File: src/rtl/spi_cmd_decoder_pkg.sv
`default_nettype none
// ============================================================================
// Module      : spi_cmd_decoder_pkg
// Description : Shared types and constants for the SPI draw-command decoder.
// Revision    : 1.0  initial release
// ============================================================================
package spi_cmd_decoder_pkg;

    typedef enum logic [1:0] {
        HDR  = 2'd0,
        GOT0 = 2'd1,
        GOT1 = 2'd2,
        GOT2 = 2'd3
    } state_e;

    localparam logic [3:0] SYNC_NIBBLE = 4'hA;
    localparam int         PKT_BYTES   = 4;
    localparam int         COORD_W     = 10;

    typedef struct packed {
        logic [COORD_W-1:0] x;
        logic [COORD_W-1:0] y;
        logic [2:0]         color;
        logic               brush;
    } draw_cmd_t;

    // Packet checksum: XOR of the six nibbles of B0..B2 and the low y nibble.
    function automatic logic [3:0] pkt_chk(input logic [7:0] b0,
                                           input logic [7:0] b1,
                                           input logic [7:0] b2,
                                           input logic [3:0] y_lo);
        return b0[7:4] ^ b0[3:0] ^ b1[7:4] ^ b1[3:0] ^ b2[7:4] ^ b2[3:0] ^ y_lo;
    endfunction

endpackage
`default_nettype wire

File: src/rtl/spi_cmd_decoder_if.sv
`default_nettype none
// ============================================================================
// Module      : spi_cmd_decoder_if
// Description : Byte input and draw-command output bundle of the decoder.
// Revision    : 1.0  initial release
// ============================================================================
interface spi_cmd_decoder_if;
    import spi_cmd_decoder_pkg::*;

    logic [7:0]         rx_byte;
    logic               rx_valid;
    logic               cmd_valid;
    logic               cmd_ready;
    logic [COORD_W-1:0] cmd_x;
    logic [COORD_W-1:0] cmd_y;
    logic [2:0]         cmd_color;
    logic               cmd_brush;
    logic [7:0]         err_count;
    logic               overflow;

    // Byte source and command sink side
    modport master (
        output rx_byte, rx_valid, cmd_ready,
        input  cmd_valid, cmd_x, cmd_y, cmd_color, cmd_brush, err_count, overflow
    );

    // Decoder side
    modport slave (
        input  rx_byte, rx_valid, cmd_ready,
        output cmd_valid, cmd_x, cmd_y, cmd_color, cmd_brush, err_count, overflow
    );
endinterface
`default_nettype wire

File: src/rtl/spi_cmd_decoder_cmd_timeout.sv
`default_nettype none
// ============================================================================
// Module      : cmd_timeout
// Description : Inter-byte timeout counter with synchronous clear and a
//               level expiry flag that stays set until cleared.
// Revision    : 1.0  initial release
// ============================================================================
module cmd_timeout
    import spi_cmd_decoder_pkg::*;
#(
    parameter int TIMEOUT_CYCLES = 25175
) (
    input  wire logic clk,
    input  wire logic reset_n,
    input  wire logic clear,
    input  wire logic enable,
    output logic      expired
);
    localparam int               CNT_W = $clog2(TIMEOUT_CYCLES + 1);
    localparam logic [CNT_W-1:0] LIMIT = CNT_W'(TIMEOUT_CYCLES);

    logic [CNT_W-1:0] count;

    // Count idle cycles, saturating at the limit so the flag stays asserted
    always_ff @(posedge clk) begin
        if (!reset_n)
            count <= '0;
        else if (clear)
            count <= '0;
        else if (enable && (count != LIMIT))
            count <= count + 1'b1;
    end

    assign expired = (count == LIMIT);
endmodule
`default_nettype wire

File: src/rtl/spi_cmd_decoder.sv
`default_nettype none
// ============================================================================
// Module      : spi_cmd_decoder
// Description : Assembles 4-byte SPI draw packets, validates sync, checksum
//               and coordinate range, and presents one held draw command
//               with a valid/ready handshake.
// Revision    : 1.0  initial release
// ============================================================================
module spi_cmd_decoder
    import spi_cmd_decoder_pkg::*;
#(
    parameter int TIMEOUT_CYCLES = 25175,
    parameter int MAX_X          = 639,
    parameter int MAX_Y          = 479
) (
    input  wire logic      clk,
    input  wire logic      reset_n,
    spi_cmd_decoder_if.slave bus
);
    localparam logic [1:0] ST_HDR  = HDR;
    localparam logic [1:0] ST_GOT0 = GOT0;
    localparam logic [1:0] ST_GOT1 = GOT1;
    localparam logic [1:0] ST_GOT2 = GOT2;

    localparam logic [COORD_W-1:0] X_LIM = COORD_W'(MAX_X);
    localparam logic [COORD_W-1:0] Y_LIM = COORD_W'(MAX_Y);

    logic [1:0]         state;
    logic [7:0]         hold [PKT_BYTES-1];
    logic               expired;
    logic [COORD_W-1:0] pkt_x;
    logic [COORD_W-1:0] pkt_y;
    logic               pkt_done;
    logic               pkt_ok;
    logic               good_pkt;
    logic               handshake;
    logic               load;
    logic               sync_err;
    logic               tmo_err;
    logic               ovf_evt;
    logic               err_evt;
    draw_cmd_t          cmd_q;
    logic               cmd_valid_q;
    logic [7:0]         err_q;
    logic               ovf_q;

    cmd_timeout #(
        .TIMEOUT_CYCLES (TIMEOUT_CYCLES)
    ) u_timeout (
        .clk     (clk),
        .reset_n (reset_n),
        .clear   (bus.rx_valid || (state == ST_HDR)),
        .enable  (state != ST_HDR),
        .expired (expired)
    );

    // Packet decode, validation and error-event collection
    always_comb begin
        pkt_x     = {hold[1], hold[2][7:6]};
        pkt_y     = {hold[2][5:0], bus.rx_byte[7:4]};
        pkt_done  = bus.rx_valid && (state == ST_GOT2);
        pkt_ok    = (pkt_chk(hold[0], hold[1], hold[2], bus.rx_byte[7:4]) == bus.rx_byte[3:0])
                    && (pkt_x <= X_LIM) && (pkt_y <= Y_LIM);
        good_pkt  = pkt_done && pkt_ok;
        handshake = cmd_valid_q && bus.cmd_ready;
        load      = good_pkt && (!cmd_valid_q || handshake);
        ovf_evt   = good_pkt && cmd_valid_q && !bus.cmd_ready;
        sync_err  = bus.rx_valid && (state == ST_HDR) && (bus.rx_byte[7:4] != SYNC_NIBBLE);
        tmo_err   = !bus.rx_valid && (state != ST_HDR) && expired;
        err_evt   = sync_err || tmo_err || (pkt_done && !pkt_ok) || ovf_evt;
    end

    // Packet framing FSM; a received byte takes priority over an expiring timer
    always_ff @(posedge clk) begin
        if (!reset_n) begin
            state <= ST_HDR;
        end else begin
            case (state)
                ST_HDR:  if (bus.rx_valid && !sync_err) state <= ST_GOT0;
                ST_GOT0: if (bus.rx_valid) state <= ST_GOT1; else if (expired) state <= ST_HDR;
                ST_GOT1: if (bus.rx_valid) state <= ST_GOT2; else if (expired) state <= ST_HDR;
                ST_GOT2: if (bus.rx_valid || expired) state <= ST_HDR;
                default: state <= ST_HDR;
            endcase
        end
    end

    // Capture B0..B2 while the packet is being assembled
    always_ff @(posedge clk) begin
        if (!reset_n) begin
            for (int i = 0; i < PKT_BYTES - 1; i++) hold[i] <= '0;
        end else if (bus.rx_valid) begin
            case (state)
                ST_HDR:  hold[0] <= bus.rx_byte;
                ST_GOT0: hold[1] <= bus.rx_byte;
                ST_GOT1: hold[2] <= bus.rx_byte;
                default: ;
            endcase
        end
    end

    // Output command register: loads when free or being consumed this cycle
    always_ff @(posedge clk) begin
        if (!reset_n) begin
            cmd_q       <= '0;
            cmd_valid_q <= 1'b0;
        end else if (load) begin
            cmd_q.x     <= pkt_x;
            cmd_q.y     <= pkt_y;
            cmd_q.color <= hold[0][2:0];
            cmd_q.brush <= hold[0][3];
            cmd_valid_q <= 1'b1;
        end else if (handshake) begin
            cmd_valid_q <= 1'b0;
        end
    end

    // Saturating drop counter and sticky overflow flag
    always_ff @(posedge clk) begin
        if (!reset_n) begin
            err_q <= '0;
            ovf_q <= 1'b0;
        end else begin
            if (err_evt && (err_q != 8'hFF)) err_q <= err_q + 8'd1;
            if (ovf_evt) ovf_q <= 1'b1;
        end
    end

    assign bus.cmd_valid = cmd_valid_q;
    assign bus.cmd_x     = cmd_q.x;
    assign bus.cmd_y     = cmd_q.y;
    assign bus.cmd_color = cmd_q.color;
    assign bus.cmd_brush = cmd_q.brush;
    assign bus.err_count = err_q;
    assign bus.overflow  = ovf_q;
endmodule
`default_nettype wire

File: src/flat_wrapper.sv
// flat-port wrapper written by rule: the top's interface ports become plain ports
module spi_cmd_decoder_flat import spi_cmd_decoder_pkg::*;
#(
    parameter int TIMEOUT_CYCLES = 25175,
    parameter int MAX_X          = 639,
    parameter int MAX_Y          = 479
)
  (clk, reset_n, bus_rx_byte, bus_rx_valid, bus_cmd_ready, bus_cmd_valid, bus_cmd_x, bus_cmd_y, bus_cmd_color, bus_cmd_brush, bus_err_count, bus_overflow);
  spi_cmd_decoder_if bus_i ();
  input  wire logic clk;
  input  wire logic reset_n;
  input wire logic [$bits(bus_i.rx_byte)-1:0] bus_rx_byte;
  input wire logic [$bits(bus_i.rx_valid)-1:0] bus_rx_valid;
  input wire logic [$bits(bus_i.cmd_ready)-1:0] bus_cmd_ready;
  output wire logic [$bits(bus_i.cmd_valid)-1:0] bus_cmd_valid;
  output wire logic [$bits(bus_i.cmd_x)-1:0] bus_cmd_x;
  output wire logic [$bits(bus_i.cmd_y)-1:0] bus_cmd_y;
  output wire logic [$bits(bus_i.cmd_color)-1:0] bus_cmd_color;
  output wire logic [$bits(bus_i.cmd_brush)-1:0] bus_cmd_brush;
  output wire logic [$bits(bus_i.err_count)-1:0] bus_err_count;
  output wire logic [$bits(bus_i.overflow)-1:0] bus_overflow;
  assign bus_i.rx_byte = bus_rx_byte;
  assign bus_i.rx_valid = bus_rx_valid;
  assign bus_i.cmd_ready = bus_cmd_ready;
  assign bus_cmd_valid = bus_i.cmd_valid;
  assign bus_cmd_x = bus_i.cmd_x;
  assign bus_cmd_y = bus_i.cmd_y;
  assign bus_cmd_color = bus_i.cmd_color;
  assign bus_cmd_brush = bus_i.cmd_brush;
  assign bus_err_count = bus_i.err_count;
  assign bus_overflow = bus_i.overflow;
  spi_cmd_decoder #(.TIMEOUT_CYCLES(TIMEOUT_CYCLES), .MAX_X(MAX_X), .MAX_Y(MAX_Y)) u_core (.clk(clk), .reset_n(reset_n), .bus(bus_i));
endmodule
File: config.mk
export PLATFORM = sky130hd
export DESIGN_NAME = spi_cmd_decoder_flat
export DESIGN_NICKNAME = d
export VERILOG_FILES = /design/src/rtl/spi_cmd_decoder_pkg.sv /design/src/rtl/spi_cmd_decoder_if.sv /design/src/rtl/spi_cmd_decoder_cmd_timeout.sv /design/src/rtl/spi_cmd_decoder.sv /design/src/flat_wrapper.sv
export SDC_FILE = /design/constraint.sdc
export NUM_CORES = 1
export LEC_CHECK = 0
export ABC_CLOCK_PERIOD_IN_PS = 4310
export CAP_MARGIN = 20
export CELL_PAD_IN_SITES_DETAIL_PLACEMENT = 1
export CELL_PAD_IN_SITES_GLOBAL_PLACEMENT = 2
export CORE_MARGIN = 4
export CORE_UTILIZATION = 37
export DETAILED_ROUTE_END_ITERATION = 10
export PLACE_DENSITY_LB_ADDON = 0.1
export SLEW_MARGIN = 20
export SYNTH_ARGS = -nofsm -noshare
export SYNTH_HDL_FRONTEND = slang
export SYNTH_SLANG_ARGS = --single-unit
export TNS_END_PERCENT = 50
File: constraint.sdc
create_clock -name clk -period 4.31 [get_ports clk]
set_input_delay 1.0775 -clock clk [delete_from_list [all_inputs] [get_ports clk]]
set_output_delay 1.0775 -clock clk [all_outputs]
set_load 0.1 [all_outputs]
==> results of run 1 <==
[logic make-up after synthesis]
family | share of synthesized area, %
AO/OA/AOI/OAI | 4.72
buffers and inverters | 2.24
adder cells (fa/ha/maj) | 0.787
AND/OR/NAND/NOR | 18.6
XOR/XNOR | 11.0
flip-flops | 54.8
multiplexers | 7.87
[area by class of cell]
type                    instances  area, sq um  share of cell area, %
flip-flops and latches         75         1740                   44.1
multi-input cells             210         1370                   34.6
repair buffers                 50          500                   12.7
well taps                     105          131                   3.33
clock buffers                   9          124                   3.14
clock inverters                 7         67.6                   1.71
inverters                       5         18.8                  0.475
[cell usage in the layout (no fill, tap or decap), types with 2 or more instances in the layout]
master	count
a211oi_1	2
a21oi_1	12
and2_1	10
and3_1	4
and4_1	2
buf_4	4
clkbuf_8	9
clkdlybuf4s50_1	45
clkinv_2	3
dfxtp_1	51
edfxtp_1	24
ha_1	2
inv_1	4
mux2i_1	25
nand2_1	12
nand3_1	12
nand4_1	5
nor2_1	51
o21ai_0	11
or3_1	8
xnor2_1	31
xor2_1	9
[layer usage]
metal  global-route usage, %  vias up
met1                    20.7     1107
met3                    4.08       10
met2                    23.8       39
met4                    5.28        0
li1                        -     1135
met5                       0        -
[power groups by stage]
| stage | Combinational, mW | Clock [mW] | Sequential (mW) |
|---|---|---|---|
| after global routing | 0.159 | 0.583 | 0.767 |
| after floorplan | 0.0873 | 0 | 0.795 |
| after CTS | 0.150 | 0.557 | 0.764 |
| after global placement | 0.147 | 0 | 0.779 |
| final | 0.147 | 0.535 | 0.763 |
| after detailed placement | 0.149 | 0 | 0.780 |
[sequential cells by signal (all words and copies together) (netlist names), 2 cells and up]
signal                  count
u_core.bus.cmd_y           10
u_core.bus.cmd_color        3
u_core.u_timeout.count     15
u_core.bus.cmd_x           10
u_core.state                2
u_core.hold                24
u_core.bus.err_count        8
[critical path: cells and delay by family]
kind | cells | cell delay, ps
AND/OR/NAND/NOR | 3 | 690
buffers and inverters | 2 | 780
multiplexers | 1 | 220
XOR/XNOR | 3 | 590
[path summary, 6_finish.rpt]
path	from	endpoint	slack (ps)
worst max-delay path	bus_rx_byte[4]	u_core.bus.cmd_x[1]$_SDFFE_PN0P_	1170
worst min-delay path	u_core.bus.cmd_y[9]$_SDFFE_PN0P_	u_core.bus.cmd_y[9]$_SDFFE_PN0P_	470
worst max register to register	u_core.hold[0][15]$_DFFE_PP_	u_core.bus.cmd_x[1]$_SDFFE_PN0P_	2010
worst min register to register	u_core.bus.cmd_y[9]$_SDFFE_PN0P_	u_core.bus.cmd_y[9]$_SDFFE_PN0P_	470
[per-stage QoR]
step / hold WS [ps] / util, % / setup slack (ps) / cell area [sq um] / instances
2_1_floorplan: 472 / - / 1720 / 3180 / 298
3_3_place_gp: 454 / 45.3 / 831 / 3760 / 445
3_5_place_dp: 466 / 45.3 / 747 / 3760 / 445
4_1_cts: 482 / 47.6 / 1130 / 3950 / 461
5_1_grt: 504 / 47.6 / 987 / 3950 / 461
6_report: 471 / 47.6 / 1170 / 3950 / 461
==> results.sh, run 1 <==
export IMPL_setup_tns_ps=0
export IMPL_fill_cells=932
export IMPL_p_clk_share_pct=37.0
export IMPL_switching_share_pct=25.7
export IMPL_cts_sinks=75
export IMPL_drt_met1_wl_microns=3550
export IMPL_switching_power_uw=371
export IMPL_worstMarginPinSlew_ps=997
export IMPL_clock_fmax_ghz=0.319
export IMPL_synth_flop_cell="dfxtp_1"
export IMPL_cts_tree="yes"
export IMPL_syn_area_per_cell_sq_um=10.7
export IMPL_die_w_microns=101
export IMPL_grt_max_degree=23
export IMPL_core_area_sq_um=8300
export IMPL_synth_cell_types=35
export IMPL_num_nets_final=365
export IMPL_cp_cell_sequence="clkdlybuf4s50_1 -> xnor2_1 -> xnor2_1 -> xnor2_1 -> nand3_2 -> nor3_4 -> buf_12 -> mux2i_1 -> nor2_1"
export IMPL_cp_data_required_time_ps=4550
export IMPL_drv_cap=0
export IMPL_power_mw=1.44
export IMPL_setup_viol=0
export IMPL_endpoint_kind="flip-flop"
export IMPL_finalWirelength_microns=7290
export IMPL_cpMaxStageDelayCell="clkdlybuf4s50_1"
export IMPL_cp_arrival_ps=3380
export IMPL_fin_crit_ps=3140
export IMPL_drtAntennaViolNets=0
export IMPL_syn_cell_area_sq_um=3180
export IMPL_cts_root_buf="clkbuf_8"
export IMPL_yosysTopAreaCellShare_pct=32.1
export IMPL_grt_total_usage_pct=15.4
export IMPL_grt_overflow=0
export IMPL_min_path_type="flip-flop to flip-flop"
export IMPL_chipHeight_microns=101
export IMPL_firstDrtPassIters=4
export IMPL_path_clk_slew_ps=80
export IMPL_routed_top_layer="met4"
export IMPL_dp_hpwl_microns=5380
export IMPL_crit_fanout=18
export IMPL_drive_gt1_share_pct=7.02
export IMPL_ctsHoldBuffers=0
export IMPL_final_max_slew_viol_count=0
export IMPL_first_global_vias=2307
export IMPL_synth_area_top_cells="dfxtp_1 32%, edfxtp_1 23%, xnor2_1 8.5%"
export IMPL_yosys_top_cells_count="51 x dfxtp_1, 51 x nor2_1, 31 x xnor2_1"
export IMPL_areaGrowthSynthToFinish_pct=24.2
export IMPL_cts_resized=0
export IMPL_async_flop_share_pct=0
export IMPL_cts_max_level=3
export IMPL_vias=2291
export IMPL_post_cts_buffers=0
export IMPL_crit_type="input pin to flip-flop"
export IMPL_grt_pass1_wl_microns=11900
export IMPL_rows=33
export IMPL_cts_buffers=9
export IMPL_die_area_sq_um=10100
export IMPL_max_stage_delay_ps=530
export IMPL_port_buffers=45
export IMPL_period_share_pct=72.8
export IMPL_num_io_pins=46
export IMPL_vdd_drop_max_mv=0.175
export IMPL_comb_power_share_pct=10.2
export IMPL_p_seq_share_pct=52.8
export IMPL_yosys_warnings=0
export IMPL_relSlewSlack_pct=33.3
export IMPL_path_common_cell="xnor2_1"
export IMPL_rsz0062_at_grt="false"
export IMPL_antenna_cells=0
export IMPL_p_leak_nw=1.31
export IMPL_synth_cells=298
export IMPL_synth_edf_count=24
export IMPL_place_congestion=0.741
export IMPL_r2r_cells=8
export IMPL_synth_area_leader_cell="dfxtp_1"
export IMPL_worstSkewPairLatency_ps=350
export IMPL_first_iter_violations=47
export IMPL_hold_depth=2
export IMPL_wl_met3_microns=293
export IMPL_power_density_nw_per_um2=366
export IMPL_yosysSeqAreaShare_pct=54.8
export IMPL_clockBufferDepth=2
export IMPL_hold_viol_final=0
export IMPL_p_int_mw=1.07
export IMPL_routedWlPerCell_microns=15.8
export IMPL_viasPerCell=4.97
export IMPL_synth_fp_nets=312
export IMPL_finClkSkew_ps=8.00
export IMPL_wl_met2_microns=3330
export IMPL_outcome="completed"
export IMPL_ys_ff_latch=75
export IMPL_antenna_found_initial=0
export IMPL_start_util_pct=38.3
export IMPL_start_kind="input pin"
export IMPL_drc=0
(Power assumes the default switching activity.)
==> run 2, diff against run 1 <==
ABC_CLOCK_PERIOD_IN_PS = 3020   (was 4310)
CORE_UTILIZATION = 35   (was 37)
clock period = 3.02 ns   (was 4.31 ns; I/O delays follow)
==> results.sh, run 2 (synthesized netlist as in run 1, its figures left out) <==
export IMPL_outcome="completed"
export IMPL_hold_viol_final=0
export IMPL_drc=0
export IMPL_worst_slack_ps=415
export IMPL_vias=2310
export IMPL_crit_type="input pin to flip-flop"
export IMPL_grt_pass1_wl_microns=11800
export IMPL_finClkSkew_ps=10.8
export IMPL_core_area_sq_um=8760
export IMPL_grt_total_usage_pct=14.6
export IMPL_reg_largest_list="u_core.hold: 24 flops, u_core.u_timeout.count: 15 flops"
export IMPL_min_path_type="flip-flop to flip-flop"
export IMPL_drive_gt1_share_pct=17.2
export IMPL_fin_crit_ps=2610
export IMPL_antenna_cells=0
export IMPL_p_leak_nw=1.40
export IMPL_max_stage_delay_ps=520
export IMPL_place_congestion=0.743
export IMPL_post_cts_buffers=0
export IMPL_path_clk_slew_ps=80
export IMPL_cts_buffers=9
export IMPL_most_common_layout_cells="51 x nor2_1, 51 x dfxtp_1, 42 x buf_4"
export IMPL_worstSkewPairLatency_ps=350
export IMPL_start_kind="input pin"
export IMPL_cts_root_buf="clkbuf_8"
export IMPL_first_global_vias=2292
export IMPL_die_area_sq_um=10700
export IMPL_cpMaxStageDelayCell="clkdlybuf4s50_1"
export IMPL_routedWlPerCell_microns=15.5
export IMPL_areaGrowthSynthToFinish_pct=23.3
export IMPL_grt_overflow=0
export IMPL_cp_cell_sequence="clkdlybuf4s50_1 -> xnor2_1 -> xnor2_1 -> xnor2_1 -> nand3_2 -> nor3_4 -> buf_4 -> mux2i_1 -> nor2_1"
export IMPL_viasPerCell=4.94
export IMPL_largest_register="u_core.hold"
export IMPL_final_max_slew_viol_count=0
export IMPL_firstDrtPassIters=4
export IMPL_num_nets_final=369
export IMPL_rsz0062_at_grt="false"
export IMPL_rows=34
export IMPL_chipHeight_microns=103
export IMPL_first_iter_violations=66
export IMPL_cts_max_level=3
export IMPL_utilization_pct=44.7
export IMPL_worstMarginPinSlew_ps=631
export IMPL_path_common_cell="xnor2_1"
export IMPL_relSlewSlack_pct=57.8
export IMPL_setup_viol=0
export IMPL_cts_resized=0
export IMPL_power_mw=2.12
export IMPL_drv_cap=0
export IMPL_die_w_microns=103
export IMPL_dp_hpwl_microns=5370
export IMPL_power_density_nw_per_um2=541
export IMPL_crit_fanout=9
export IMPL_ctsHoldBuffers=0
export IMPL_cp_arrival_ps=2840
export IMPL_port_buffers=45
export IMPL_place_ws_ps=43.0
export IMPL_grt_max_degree=23
export IMPL_endpoint_kind="flip-flop"
export IMPL_largest_reg_flops=24
export IMPL_drtAntennaViolNets=0
export IMPL_vdd_drop_max_mv=0.257
export IMPL_cp_data_required_time_ps=3260
export IMPL_finalWirelength_microns=7240
export IMPL_multiInputGateArea_sq_um=1370
export IMPL_clockBufferDepth=2
export IMPL_cts_sinks=75
export IMPL_seq_area_sq_um=1740
export IMPL_start_util_pct=36.3
export IMPL_clock_fmax_ghz=0.384
export IMPL_path_buf_inv=2
export IMPL_period_share_pct=86.3
export IMPL_cts_tree="yes"
export IMPL_setup_tns_ps=0
export IMPL_num_io_pins=46
export IMPL_critical_path_top_delay_family="buffers and inverters"
export IMPL_fill_cells=997
export IMPL_antenna_found_initial=0
[run 2: final cells by class]
cell class	instances	area share, %
sequential	75	44.4
multi-input combinational	210	34.9
timing repair buffer	54	11.4
clock buffer	11	3.90
tap	108	3.45
clock inverter	5	1.50
inverter	5	0.479
[run 2: stage by stage]
step / hold slack [ps] / cell area [sq um] / std cells
2_1_floorplan: 472 / 3180 / 298
3_3_place_gp: 460 / 3710 / 452
3_5_place_dp: 474 / 3710 / 452
4_1_cts: 490 / 3920 / 468
5_1_grt: 505 / 3920 / 468
6_report: 477 / 3920 / 468
[run 2: path summary, 6_finish.rpt]
path	startpoint	to	slack [ps]	depth (start not counted)
max	bus_rx_byte[4]	u_core.bus.cmd_y[8]$_SDFFE_PN0P_	410	9
min	u_core.bus.cmd_y[9]$_SDFFE_PN0P_	u_core.bus.cmd_y[9]$_SDFFE_PN0P_	480	2
max reg2reg	u_core.u_timeout.count[10]$_SDFFE_PP0P_	u_core.bus.err_count[7]$_SDFFE_PN0P_	870	8
min reg2reg	u_core.bus.cmd_y[9]$_SDFFE_PN0P_	u_core.bus.cmd_y[9]$_SDFFE_PN0P_	480	2
[run 2: layer usage]
layer | vias up | wire (microns) | global-route usage (%)
met4 | 0 | 134 | 6.67
met5 | - | 0 | 0
met1 | 1117 | 3690 | 21.0
met2 | 37 | 3150 | 21.2
li1 | 1146 | - | -
met3 | 10 | 266 | 3.09
[run 2: power by group]
part	leakage, nW	total, mW	internal [mW]	switching (mW)
clock	0.101	0.819	0.434	0.386
combinational	0.640	0.212	0.0870	0.125
sequential	0.664	1.09	1.07	0.0213
[run 2: worst register-to-register path: stages, from the launching register on]
cell and delay (ps):
dfxtp_1 350, nor4b_1 390, and4_1 310, a21boi_1 120, a21oi_1 140, o21ai_1 80, buf_4 180, or3_1 360
a21oi_1 150
==> run 3, diff against run 2 <==
--- a/config.mk
+++ b/config.mk
@@ -7,5 +7,5 @@
 export LEC_CHECK = 0
 export ABC_CLOCK_PERIOD_IN_PS = 3020
-export CAP_MARGIN = 20
+export CAP_MARGIN = 10
 export CELL_PAD_IN_SITES_DETAIL_PLACEMENT = 1
 export CELL_PAD_IN_SITES_GLOBAL_PLACEMENT = 2
==> constraint.sdc (replaced) <==
create_clock -name clk -period 3.02 [get_ports clk]
set_input_delay 0.755 -clock clk [delete_from_list [all_inputs] [get_ports clk]]
set_output_delay 0.755 -clock clk [all_outputs]
set_load 0.05 [all_outputs]
==> results.sh, run 3 (synthesized netlist as in run 1, its figures left out) <==
export IMPL_outcome="completed"
export IMPL_core_area_sq_um=8760
export IMPL_viasPerCell=5.00
export IMPL_rows=34
export IMPL_setup_viol=0
export IMPL_most_common_layout_cells="51 x nor2_1, 51 x dfxtp_1, 45 x clkdlybuf4s50_1"
export IMPL_fin_crit_ps=2570
export IMPL_largest_reg_flops=24
export IMPL_cts_root_buf="clkbuf_8"
export IMPL_hold_viol_final=0
export IMPL_port_buffers=45
export IMPL_die_w_microns=103
export IMPL_final_max_slew_viol_count=0
export IMPL_cts_sinks=75
export IMPL_first_iter_violations=55
export IMPL_endpoint_kind="flip-flop"
export IMPL_routedWlPerCell_microns=15.9
export IMPL_place_area_sq_um=3790
export IMPL_clock_fmax_ghz=0.390
export IMPL_crit_fanout=9
export IMPL_worstMarginPinSlew_ps=611
export IMPL_cts_buffers=9
export IMPL_finClkSkew_ps=14.9
export IMPL_reg_largest_list="u_core.hold: 24 flops, u_core.u_timeout.count: 15 flops"
export IMPL_p_leak_nw=1.34
export IMPL_worstSkewPairLatency_ps=350
export IMPL_drc=0
export IMPL_finalWirelength_microns=7460
export IMPL_drt_met1_wl_microns=3690
export IMPL_start_util_pct=36.3
export IMPL_grt_total_usage_pct=15.3
export IMPL_num_io_pins=46
export IMPL_cts_resized=0
export IMPL_cp_arrival_ps=2810
export IMPL_chipHeight_microns=103
export IMPL_path_clk_slew_ps=90
export IMPL_relSlewSlack_pct=59.2
export IMPL_routed_top_layer="met4"
export IMPL_r2r_slack_ps=890
export IMPL_grt_pass1_wl_microns=12300
export IMPL_drive_gt1_share_pct=8.06
export IMPL_cts_max_level=3
export IMPL_drv_cap=0
export IMPL_crit_type="input pin to flip-flop"
export IMPL_first_global_vias=2442
export IMPL_antenna_found_initial=0
export IMPL_die_area_sq_um=10700
export IMPL_antenna_cells=0
export IMPL_start_kind="input pin"
export IMPL_period_share_pct=85.0
export IMPL_grt_overflow=0
export IMPL_power_density_nw_per_um2=517
export IMPL_num_nets_final=369
export IMPL_areaGrowthSynthToFinish_pct=25.7
export IMPL_vias=2339
export IMPL_dp_hpwl_microns=5530
export IMPL_rsz0062_at_grt="false"
export IMPL_grt_max_degree=22
export IMPL_min_path_type="flip-flop to flip-flop"
export IMPL_ctsHoldBuffers=0
export IMPL_vdd_drop_max_mv=0.255
export IMPL_wl_met3_microns=269
export IMPL_stdcell_area_sq_um=4000
export IMPL_drtAntennaViolNets=0
export IMPL_cp_data_required_time_ps=3260
export IMPL_clockBufferDepth=2
export IMPL_cts_tree="yes"
export IMPL_firstDrtPassIters=4
export IMPL_setup_tns_ps=0
export IMPL_largest_register="u_core.hold"
export IMPL_wl_met2_microns=3370
export IMPL_post_cts_buffers=0
export IMPL_place_congestion=0.746
-- run 3: changes by cell type in the layout (fill, tap and decap cells not counted) --
cell	previous run	this run
clkbuf_8	9	10
bufinv_16	1	0
clkinv_4	0	3
clkinvlp_4	2	1
clkdlybuf4s50_1	11	45
clkbuf_1	1	0
buf_4	42	8
clkinv_2	1	0
-- run 3: path summary, 6_finish.rpt --
path / start / depth (start not counted) / end
worst max register to register: u_core.hold[0][20]$_DFFE_PP_ / 8 / u_core.bus.cmd_y[3]$_SDFFE_PN0P_
worst min register to register: u_core.bus.cmd_y[9]$_SDFFE_PN0P_ / 2 / u_core.bus.cmd_y[9]$_SDFFE_PN0P_
worst max-delay path: bus_rx_byte[4] / 9 / u_core.bus.cmd_y[3]$_SDFFE_PN0P_
worst min-delay path: u_core.bus.cmd_y[9]$_SDFFE_PN0P_ / 2 / u_core.bus.cmd_y[9]$_SDFFE_PN0P_
-- run 3: where the power goes --
part	switching, mW	total (mW)	internal (mW)
Combinational	0.108	0.197	0.0886
Sequential	0.0226	1.09	1.07
Clock	0.403	0.781	0.378
-- run 3: cell type report --
type                            count  area [sq um]
Timing Repair Buffer               54           531
Inverter                            5          18.8
Sequential cell                    75          1740
Multi-Input combinational cell    210          1370
Clock buffer                       11           163
Fill cell                         978          4770
Tap cell                          108           135
Clock inverter                      5          42.5
-- run 3: critical path: stages --
cell and delay [ps]:
clkdlybuf4s50_1 520, xnor2_1 240, xnor2_1 110, xnor2_1 230, nand3_2 160, nor3_4 270, buf_4 250, mux2i_1 220
nor2_1 60
-- run 3: per-stage QoR --
| step | setup WS [ps] | std cells | hold WS, ps | utilization, % | power [mW] |
|---|---|---|---|---|---|
| floorplan | 759 | 298 | 472 | - | 1.24 |
| global placement | 55.6 | 452 | 455 | 43.3 | 1.31 |
| detailed placement | 43.9 | 452 | 460 | 43.3 | 1.31 |
| CTS | 418 | 468 | 476 | 45.6 | 2.10 |
| global route | 272 | 468 | 492 | 45.6 | 2.16 |
| finish | 454 | 468 | 468 | 45.6 | 2.07 |
-- run 3: metal layers --
layer	vias to the layer above	track usage, %
li1	1143	-
met1	1148	20.9
met2	38	23.4
met3	10	3.02
met4	0	6.57
met5	-	0
